==> src/rtl/multicycle_sequencer_pkg.sv <==
// Shared types and constants for the multicycle LEGv8 stage sequencer.
package seq_pkg;

    typedef enum logic [1:0] {
        ST_IDLE     = 2'd0,
        ST_RUN      = 2'd1,
        ST_MEM_WAIT = 2'd2,
        ST_HALTED   = 2'd3
    } seq_state_e;

    localparam int PC_INCR = 4;

    localparam int STG_FETCH  = 0;
    localparam int STG_DECODE = 1;
    localparam int STG_EXEC   = 2;
    localparam int STG_MEM    = 3;
    localparam int STG_WB     = 4;

endpackage

==> src/rtl/multicycle_sequencer_stage_onehot_decoder.sv <==
// Turns the registered stage index into a one-hot enable vector, forced to zero when idle.
module stage_onehot_decoder
    import seq_pkg::*;
#(
    parameter int N  = STG_WB + 1,
    parameter int SW = 3
) (
    input  logic [SW-1:0] idx_i,
    input  logic          en_i,
    output logic [N-1:0]  onehot_o
);

    genvar gi;
    generate
        for (gi = 0; gi < N; gi++) begin : g_bit
            assign onehot_o[gi] = en_i && (idx_i == SW'(gi));
        end
    endgenerate

endmodule

==> src/rtl/multicycle_sequencer.sv <==
// Single-clock stage sequencer: owns the PC, counts retirements, stalls on memory
// readiness and halts on request or instruction limit.
module multicycle_sequencer
    import seq_pkg::*;
#(
    parameter int              WORD       = 64,
    parameter int              NUM_STAGES = STG_WB + 1,
    parameter int              MEM_STAGE  = STG_MEM,
    parameter int              MEM_WAIT   = 0,
    parameter int              MAX_INSTR  = 50,
    parameter logic [WORD-1:0] RESET_PC   = '0,
    parameter int              CNT_W      = 32
) (
    input  logic                  clk,
    input  logic                  reset,
    input  logic                  start,
    input  logic                  halt_req,
    input  logic                  mem_ready,
    input  logic                  pc_src,
    input  logic [WORD-1:0]       branch_target,
    output logic [NUM_STAGES-1:0] stage_en,
    output logic [WORD-1:0]       pc,
    output logic                  pc_write,
    output logic [CNT_W-1:0]      instr_count,
    output logic                  running,
    output logic                  done
);

    localparam int              SW       = (NUM_STAGES > 1) ? $clog2(NUM_STAGES) : 1;
    localparam logic [SW-1:0]   LAST_STG = SW'(NUM_STAGES - 1);
    localparam logic [SW-1:0]   MEM_STG  = SW'(MEM_STAGE);
    localparam int              WAIT_W   = $clog2(MEM_WAIT + 2);
    localparam logic [WAIT_W-1:0] WAIT_MAX = WAIT_W'(MEM_WAIT);

    seq_state_e        state_q, state_d;
    logic [SW-1:0]     stage_q, stage_d;
    logic [WAIT_W-1:0] wait_q, wait_d;
    logic [WORD-1:0]   pc_q, pc_d;
    logic [CNT_W-1:0]  cnt_q, cnt_d;
    logic              halt_q, halt_d;

    logic              mem_ok;
    logic [WAIT_W-1:0] wait_inc;
    logic [CNT_W-1:0]  cnt_inc;

    // The counter saturates at MEM_WAIT, so equality means "at least MEM_WAIT".
    assign mem_ok   = (wait_q == WAIT_MAX);
    assign wait_inc = mem_ok ? wait_q : wait_q + WAIT_W'(1);
    assign cnt_inc  = (cnt_q == '1) ? cnt_q : cnt_q + CNT_W'(1);

    always_comb begin
        state_d = state_q;
        stage_d = stage_q;
        wait_d  = wait_q;
        pc_d    = pc_q;
        cnt_d   = cnt_q;
        halt_d  = halt_q;

        if ((state_q == ST_RUN || state_q == ST_MEM_WAIT) && halt_req)
            halt_d = 1'b1;

        case (state_q)
            ST_IDLE: begin
                if (start) begin
                    state_d = ST_RUN;
                    stage_d = '0;
                    wait_d  = '0;
                end
            end
            ST_RUN: begin
                if (stage_q == MEM_STG) begin
                    if (mem_ok && mem_ready) begin
                        stage_d = stage_q + SW'(1);
                    end else begin
                        state_d = ST_MEM_WAIT;
                        wait_d  = wait_inc;
                    end
                end else if (stage_q == LAST_STG) begin
                    pc_d    = pc_src ? branch_target : pc_q + WORD'(PC_INCR);
                    cnt_d   = cnt_inc;
                    stage_d = '0;
                    if (halt_q || halt_req ||
                        (MAX_INSTR != 0 && cnt_inc == CNT_W'(MAX_INSTR))) begin
                        state_d = ST_HALTED;
                        halt_d  = 1'b0;
                    end
                end else begin
                    stage_d = stage_q + SW'(1);
                    if (stage_q + SW'(1) == MEM_STG)
                        wait_d = '0;
                end
            end
            ST_MEM_WAIT: begin
                if (mem_ok && mem_ready) begin
                    state_d = ST_RUN;
                    stage_d = MEM_STG + SW'(1);
                end else begin
                    wait_d = wait_inc;
                end
            end
            ST_HALTED: begin
                if (start) begin
                    state_d = ST_RUN;
                    stage_d = '0;
                    wait_d  = '0;
                    pc_d    = RESET_PC;
                    cnt_d   = '0;
                end
            end
            default: state_d = ST_IDLE;
        endcase
    end

    always_ff @(posedge clk or negedge reset) begin
        if (!reset) begin
            state_q <= ST_IDLE;
            stage_q <= '0;
            wait_q  <= '0;
            pc_q    <= RESET_PC;
            cnt_q   <= '0;
            halt_q  <= 1'b0;
        end else begin
            state_q <= state_d;
            stage_q <= stage_d;
            wait_q  <= wait_d;
            pc_q    <= pc_d;
            cnt_q   <= cnt_d;
            halt_q  <= halt_d;
        end
    end

    assign running     = (state_q == ST_RUN) || (state_q == ST_MEM_WAIT);
    assign done        = (state_q == ST_HALTED);
    assign pc_write    = (state_q == ST_RUN) && (stage_q == LAST_STG);
    assign pc          = pc_q;
    assign instr_count = cnt_q;

    stage_onehot_decoder #(
        .N  (NUM_STAGES),
        .SW (SW)
    ) u_stage_dec (
        .idx_i    (stage_q),
        .en_i     (running),
        .onehot_o (stage_en)
    );

endmodule

==> config.mk <==
export PLATFORM = sky130hd
export DESIGN_NAME = multicycle_sequencer
export DESIGN_NICKNAME = d
export VERILOG_FILES = /design/src/rtl/multicycle_sequencer_pkg.sv /design/src/rtl/multicycle_sequencer_stage_onehot_decoder.sv /design/src/rtl/multicycle_sequencer.sv
export SDC_FILE = /design/constraint.sdc
export NUM_CORES = 1
export LEC_CHECK = 0
export BUFFER_PORTS_ARGS = -buffer_cell sky130_fd_sc_hd__buf_2
export CORE_MARGIN = 2
export CORE_UTILIZATION = 35
export DETAILED_ROUTE_END_ITERATION = 8
export GPL_ROUTABILITY_DRIVEN = 0
export PLACE_DENSITY = 0.67
export SLEW_MARGIN = 20
export SYNTH_ARGS = -nofsm -noshare
export SYNTH_HDL_FRONTEND = slang
export SYNTH_HIERARCHICAL = 1
export SYNTH_SLANG_ARGS = --single-unit
==> constraint.sdc <==
create_clock -name clk -period 2.8 [get_ports clk]
set_input_delay 0.14 -clock clk [delete_from_list [all_inputs] [get_ports clk]]
set_output_delay 0.14 -clock clk [all_outputs]
set_load 0.03 [all_outputs]
Yosys cells after proc, flatten, opt, wreduce, memory -nomap -nowiden
Cells that the tools add are included.
Operators by class
  $add $sub $neg: 4
  equality and inequality tests: 21
  multiplexer cells: 35
  bitwise logic cells: 1
  reduce and logical (&&, ||, !) cells: 19
Operators by type and width (count)
  64-bit two-way mux: 4
  32-bit two-way mux: 4
  64-bit one-hot mux with 2 select lines: 1
  64-bit by 3-bit adder with 64-bit output, second input constant: 1
  32-bit one-hot mux with 2 select lines: 1
  32-bit by 1-bit adder with 32-bit output, second input constant: 1
  32-bit == test, second input constant: 1
  32-bit by 6-bit == test with 1-bit output, second input constant: 1
  3-bit != test, second input constant: 6
  3-bit two-way mux: 5
  2-bit two-way mux: 6
  1-bit two-way mux: 11
  3-bit by 2-bit == test with 1-bit output, second input constant: 3
  3-bit one-hot mux with 3 select lines: 1
  1-bit logical AND: 8
  2-bit != test, second input constant: 4
  2-bit one-hot mux with 3 select lines: 1
  3-bit AND reduction: 2
  5-bit AND reduction: 1
  2-bit == test, second input constant: 2
  4-bit AND reduction: 1
  3-bit by 1-bit adder with 3-bit output, second input constant: 1
  3-bit by 1-bit == test with 1-bit output, second input constant: 1
  3-bit == test, second input constant: 1
  10 further kinds: 12
Storage, ports and cells
  flip-flop bits (word level): 103
  bits of input ports: 70
  output and inout port bits: 104

Logic depth before layout (Yosys ltp)
  depth after elaboration: 8
  mapped depth: 11
  gate-level depth less buffers: 9

Cells and area by module
Netlist, hierarchy kept.
By module, submodules not included
  multicycle_sequencer: instances 1, cells an instance 870, area an instance 6887.9 um^2, seq. area each 2577.5 um^2
  stage_onehot_decoder: instances 1, cells an instance 5, area an instance 63.8 um^2, seq. area each 0.0 um^2

Worst setup path after synthesis
No wires, ideal clock.
  path type: reg2reg
  from: register stage_q[0]
  to: register state_q[0]
  arrival time: 2.549 ns
  required time: 2.718 ns
  slack: 0.169 ns
  stages on the path, launching flop included: 9
  buffers on the path: 0
  clock period less this slack: 2.631 ns
  cell sequence: dfrtp_1 > ha_1 > ha_1 > or2_1 > or4_1 > or3_1 > a2111oi_0 > a41oi_1 > a31oi_1
On the way
  cells in the longest elaborated chain, start to end: 3
  elaborated cells between the ends (all ways): 8
  classes of those cells: eq/ne (5); mux (2); reduce/logical (1)
Ends and longest elaborated chain
  start: declaration: line multicycle_sequencer.sv:36  | logic [SW-1:0] stage_q, stage_d;
  start signal: assignment: line multicycle_sequencer.sv:124  | stage_q <= stage_d;
  3-bit by 2-bit == test with 1-bit output or 3-bit == test (tied branches): line multicycle_sequencer.sv:71, multicycle_sequencer.sv:78
  3-bit != test (no line) or 2-bit two-way mux (tied branches)
  5-bit AND reduction (no line) or 2-bit one-hot mux with 3 select lines (tied branches)
  end signal: assignment: line multicycle_sequencer.sv:123  | state_q <= state_d;
  end: declaration: line multicycle_sequencer.sv:35  | seq_state_e state_q, state_d;
Several ways; a longest one is shown, not always the timed one.
A chain may end at the register's enable or synchronous reset.

Final worst setup path
  from: register pc_q[35], in the netlist pc[35]
  to: register pc_q[50], in the netlist pc[50]
On the way
  cells in the longest elaborated chain, start to end: 5
Ends and longest elaborated chain
  start: declaration: line multicycle_sequencer.sv:38  | logic [WORD-1:0] pc_q, pc_d;
  start signal: assignment: line multicycle_sequencer.sv:126  | pc_q <= pc_d;
  64-bit by 3-bit adder with 64-bit output: line multicycle_sequencer.sv:79  | pc_d = pc_src ? branch_target : pc_q + WORD'(PC_INCR);
  64-bit two-way mux: line multicycle_sequencer.sv:79
  64-bit two-way mux: line multicycle_sequencer.sv:78  | end else if (stage_q == LAST_STG) begin
  64-bit two-way mux: line multicycle_sequencer.sv:71  | if (stage_q == MEM_STG) begin
  64-bit one-hot mux with 2 select lines: line multicycle_sequencer.sv:62  | case (state_q)
No other way between the ends. The select of a mux whose other input is x is not followed.

==> key figures <==
Run status
  – Status: finished clean

Timing
  – Worst-Margin Slew: 631.8 ps
  – Fin crit share: 0.9722
  – Max Clk Rate: 367.4 MHz
  – RSZ-0062 raised after global routing: false
  – Final TNS setup: 0 ps
  – Slew margin rel.: 0.5788
  – # setup viols final: 0
  – Fin. max-slew vios: 0
  – Final clock skew: 9.803 ps
  – Endpoints failing hold: 0
  – Final min period: 2722 ps

Clock tree
  – Clk pin slew, worst setup/hold paths: 80 ps
  – Clock latency on the worst-skew pair: 360 ps
  – H-tree levels: 3
  – Post-CTS Setup Bufs: 0
  – Num CTS Buffers: 9
  – Max clock buf depth: 2
  – TritonCTS clock tree: yes
  – Clk sinks: 103
  – Clock root buffer: clkbuf_16

Logic synthesis
  – Syn Area/Cell: 7.945 um2
  – Most used DFF post-synth: dfrtp_1
  – EDFF count, synth: 0
  – Syn_nets: 954
  – Yosys Warn Count: 6
  – Mapped Area: 6952 um2
  – Synth cell types: 75
  – Sequential area share after synthesis: 0.3708
  – Synth Register Bits: 103
  – Fraction of synthesis flops using an asynchronous set or reset pin: 1.000
  – Gate Count Post-Synth: 875

Floorplanning
  – Row count: 51
  – Core area: 19460 um2
  – IO Pins: 174
  – Die X: 144.9 um
  – Die ar.: 21000 um2
  – Initial core utilization: 0.3572
  – Die outline height: 144.9 um

Pwr
  – Clock group share of total power: 0.186
  – Sequential power share: 0.361
  – Pleak: 3.935 nW
  – Internal power: 3.435 mW
  – Combinational Power Share: 0.453
  – Pwr Density: 778.6 nW/um2
  – Switching pwr: 3.274 mW
  – Switching Fraction: 0.4880
  – Peak VDD IR: 0.0003782 V

Drt
  – Routed len/inst: 17.58 um
  – Initial DRT Pass Iterations: 5
  – Vias/cell: 5.662
  – Final wirelength: 23.17 mm
  – Via count: 7463
  – Final ANT Viol Nets: 0
  – DR iter-0 viols: 415
  – DRC errors left: 0

Cells and area
  – Layout area overhead: 23.94%
  – Fillers: 1970
  – Fin util: 0.4427
  – Ratio of cells with drive above 1 in the final layout: 0.2586
  – FF+latch area: 2577 um2
  – Nets@finish: 1126
  – Area of the multi-input gates: 4036 um2

Setup path
  – WS Path Type: reg -> reg
  – Crit Path Max Fanout: 6
  – Worst EP arrival: 3010 ps
  – Req. time, crit path: 3080 ps
  – CP startpoint kind: flip-flop
  – CP endpoint kind: flip-flop

Place
  – Port-buffer cells: 173
  – DP HPWL: 16.24 mm

Global routing
  – Antenna violations before repair: 1
  – Largest net degree at the start of global routing: 51
  – GRT Overall Usage: 0.2165
  – Grt total ovfl: 0
  – First-pass GRT wire length: 37.42 mm
  – Number of global-route vias before repair: 7077

Min path
  – Hold Crit Class: in -> reg

Job
  – Reported max-cap violation count: 0
[worst paths after layout]
path	startpoint	endpoint	slack, ps	cells after the start
worst max-delay path	pc[35]	pc[50]	80	7
worst min-delay path	branch_target[36]	pc[36]	20	3
worst max register to register	pc[35]	pc[50]	80	7
worst min register to register	wait_q	wait_q	480	1
max in group asynchronous	reset	pc[23]	1700	3
min in group asynchronous	reset	pc[56]	350	2
[cells in the final DEF, fill, tap and decap left out, types with 5 or more instances in the layout]
master	Yosys	final
nand3_1	44	44
o21ai_0	136	136
nor2_1	50	50
nand2_1	78	78
a21oi_1	69	69
dfrtp_1	103	103
o22ai_1	11	11
a22o_1	13	13
nor3_1	38	38
o2bb2ai_1	5	5
and2_1	11	11
o31a_1	5	5
nor4_1	14	14
a31oi_1	28	28
and4_1	8	8
nand4_1	17	17
xnor2_1	12	12
ha_1	9	9
and3_1	25	25
a22oi_1	13	13
clkbuf_16	0	9
a21o_1	5	5
o31ai_1	9	9
buf_4	1	48
inv_1	32	32
buf_2	3	171
[registers in the layout, indices dropped and copies added (netlist names)]
signal       count
halt_q           1
instr_count     32
pc              64
stage_q          3
state_q          2
wait_q           1
[synthesized netlist by cell type (all sizes together) (3+ instances only)]
master | instances | share of area
o21ai | 137 | 0.099
dfrtp | 103 | 0.37
nand2 | 79 | 0.043
a21oi | 69 | 0.050
clkbuf | 56 | 0.033
nor2 | 50 | 0.027
nand3 | 45 | 0.033
nor3 | 41 | 0.033
inv | 32 | 0.017
a31oi | 28 | 0.025
and3 | 25 | 0.022
nand4 | 19 | 0.019
nor4 | 18 | 0.022
and2 | 15 | 0.014
a22o | 13 | 0.016
a22oi | 13 | 0.014
xnor2 | 12 | 0.015
o22ai | 11 | 0.0099
ha | 9 | 0.016
o31ai | 9 | 0.0097
and4 | 8 | 0.010
o31a | 6 | 0.0077
or3 | 6 | 0.0061
a21o | 5 | 0.0054
buf | 5 | 0.0038
o2bb2ai | 5 | 0.0063
or2 | 5 | 0.0045
or4 | 5 | 0.0065
mux2i | 4 | 0.0058
a32oi | 3 | 0.0038
and4bb | 3 | 0.0054
nand2b | 3 | 0.0027
nor4b | 3 | 0.0047
o21a | 3 | 0.0032
[critical path: stages, from the launching register on]
cell	delay, ps
dfrtp_1	450
nand3_1	170
nor4_1	590
nand4_1	420
or4_1	630
nor3_1	160
a21oi_1	60
o22ai_1	160
[power by group through the flow]
stage / clock network, mW / logic [mW] / registers, mW
floorplan: 0 / 1.25 / 3.10
global placement: 0 / 3.01 / 2.42
detailed placement: 0 / 3.05 / 2.44
CTS: 1.28 / 3.06 / 2.41
global route: 1.34 / 3.30 / 2.50
finish: 1.25 / 3.04 / 2.42
[per-layer routing]
layer | wire length (um) | track usage | up-vias | part of all wire
met2 | 11000 | 0.3631 | 239 | 0.47
met3 | 1487 | 0.04371 | 33 | 0.064
met4 | 516 | 0.07574 | 0 | 0.022
li1 | - | - | 3615 | -
met5 | 0 | 0 | - | 0
met1 | 10170 | 0.2778 | 3576 | 0.44
[repair_timing]
action / 4_1_cts / 5_1_grt
resized for setup: 0 / 5
endpoints found under the setup margin: 0 / 2
hold buffers: 1 / 0
endpoints found under the hold margin: 42 / 0
[layout make-up]
class                   count  area share
multi-input cells         679      0.4685
well taps                 265     0.03848
diodes                      1   0.0002904
clock inverters             7    0.006535
clock buffers               9     0.02614
flip-flops and latches    103      0.2992
inverters                  32     0.01394
repair buffers            222      0.1470
[cells by family (layout without fill, tap and decap cells)]
logic type,count (synthesis),in the layout,share of synthesized area
fa+ha+maj,9,9,0.01620
buf+inv,93,270,0.05436
other cells,0,1,0
xor+xnor,14,14,0.01764
simple gates,334,334,0.2648
compound gates,317,317,0.2689
flops,103,103,0.3708
mux,5,5,0.007380
[per-stage QoR]
stage | instances | power (mW) | hold WS, ps | worst slack (ps) | cell area (um2)
2_1_floorplan | 875 | 4.344 | -155.6 | 169.3 | 6952
3_3_place_gp | 1300 | 5.424 | 205.6 | 189.3 | 8289
3_5_place_dp | 1300 | 5.490 | 202.0 | 128.2 | 8289
4_1_cts | 1317 | 6.754 | 16.29 | 102.4 | 8581
5_1_grt | 1317 | 7.135 | 47.64 | 18.93 | 8613
6_report | 1318 | 6.709 | 19.35 | 77.93 | 8616
(Power assumes the default switching activity.)
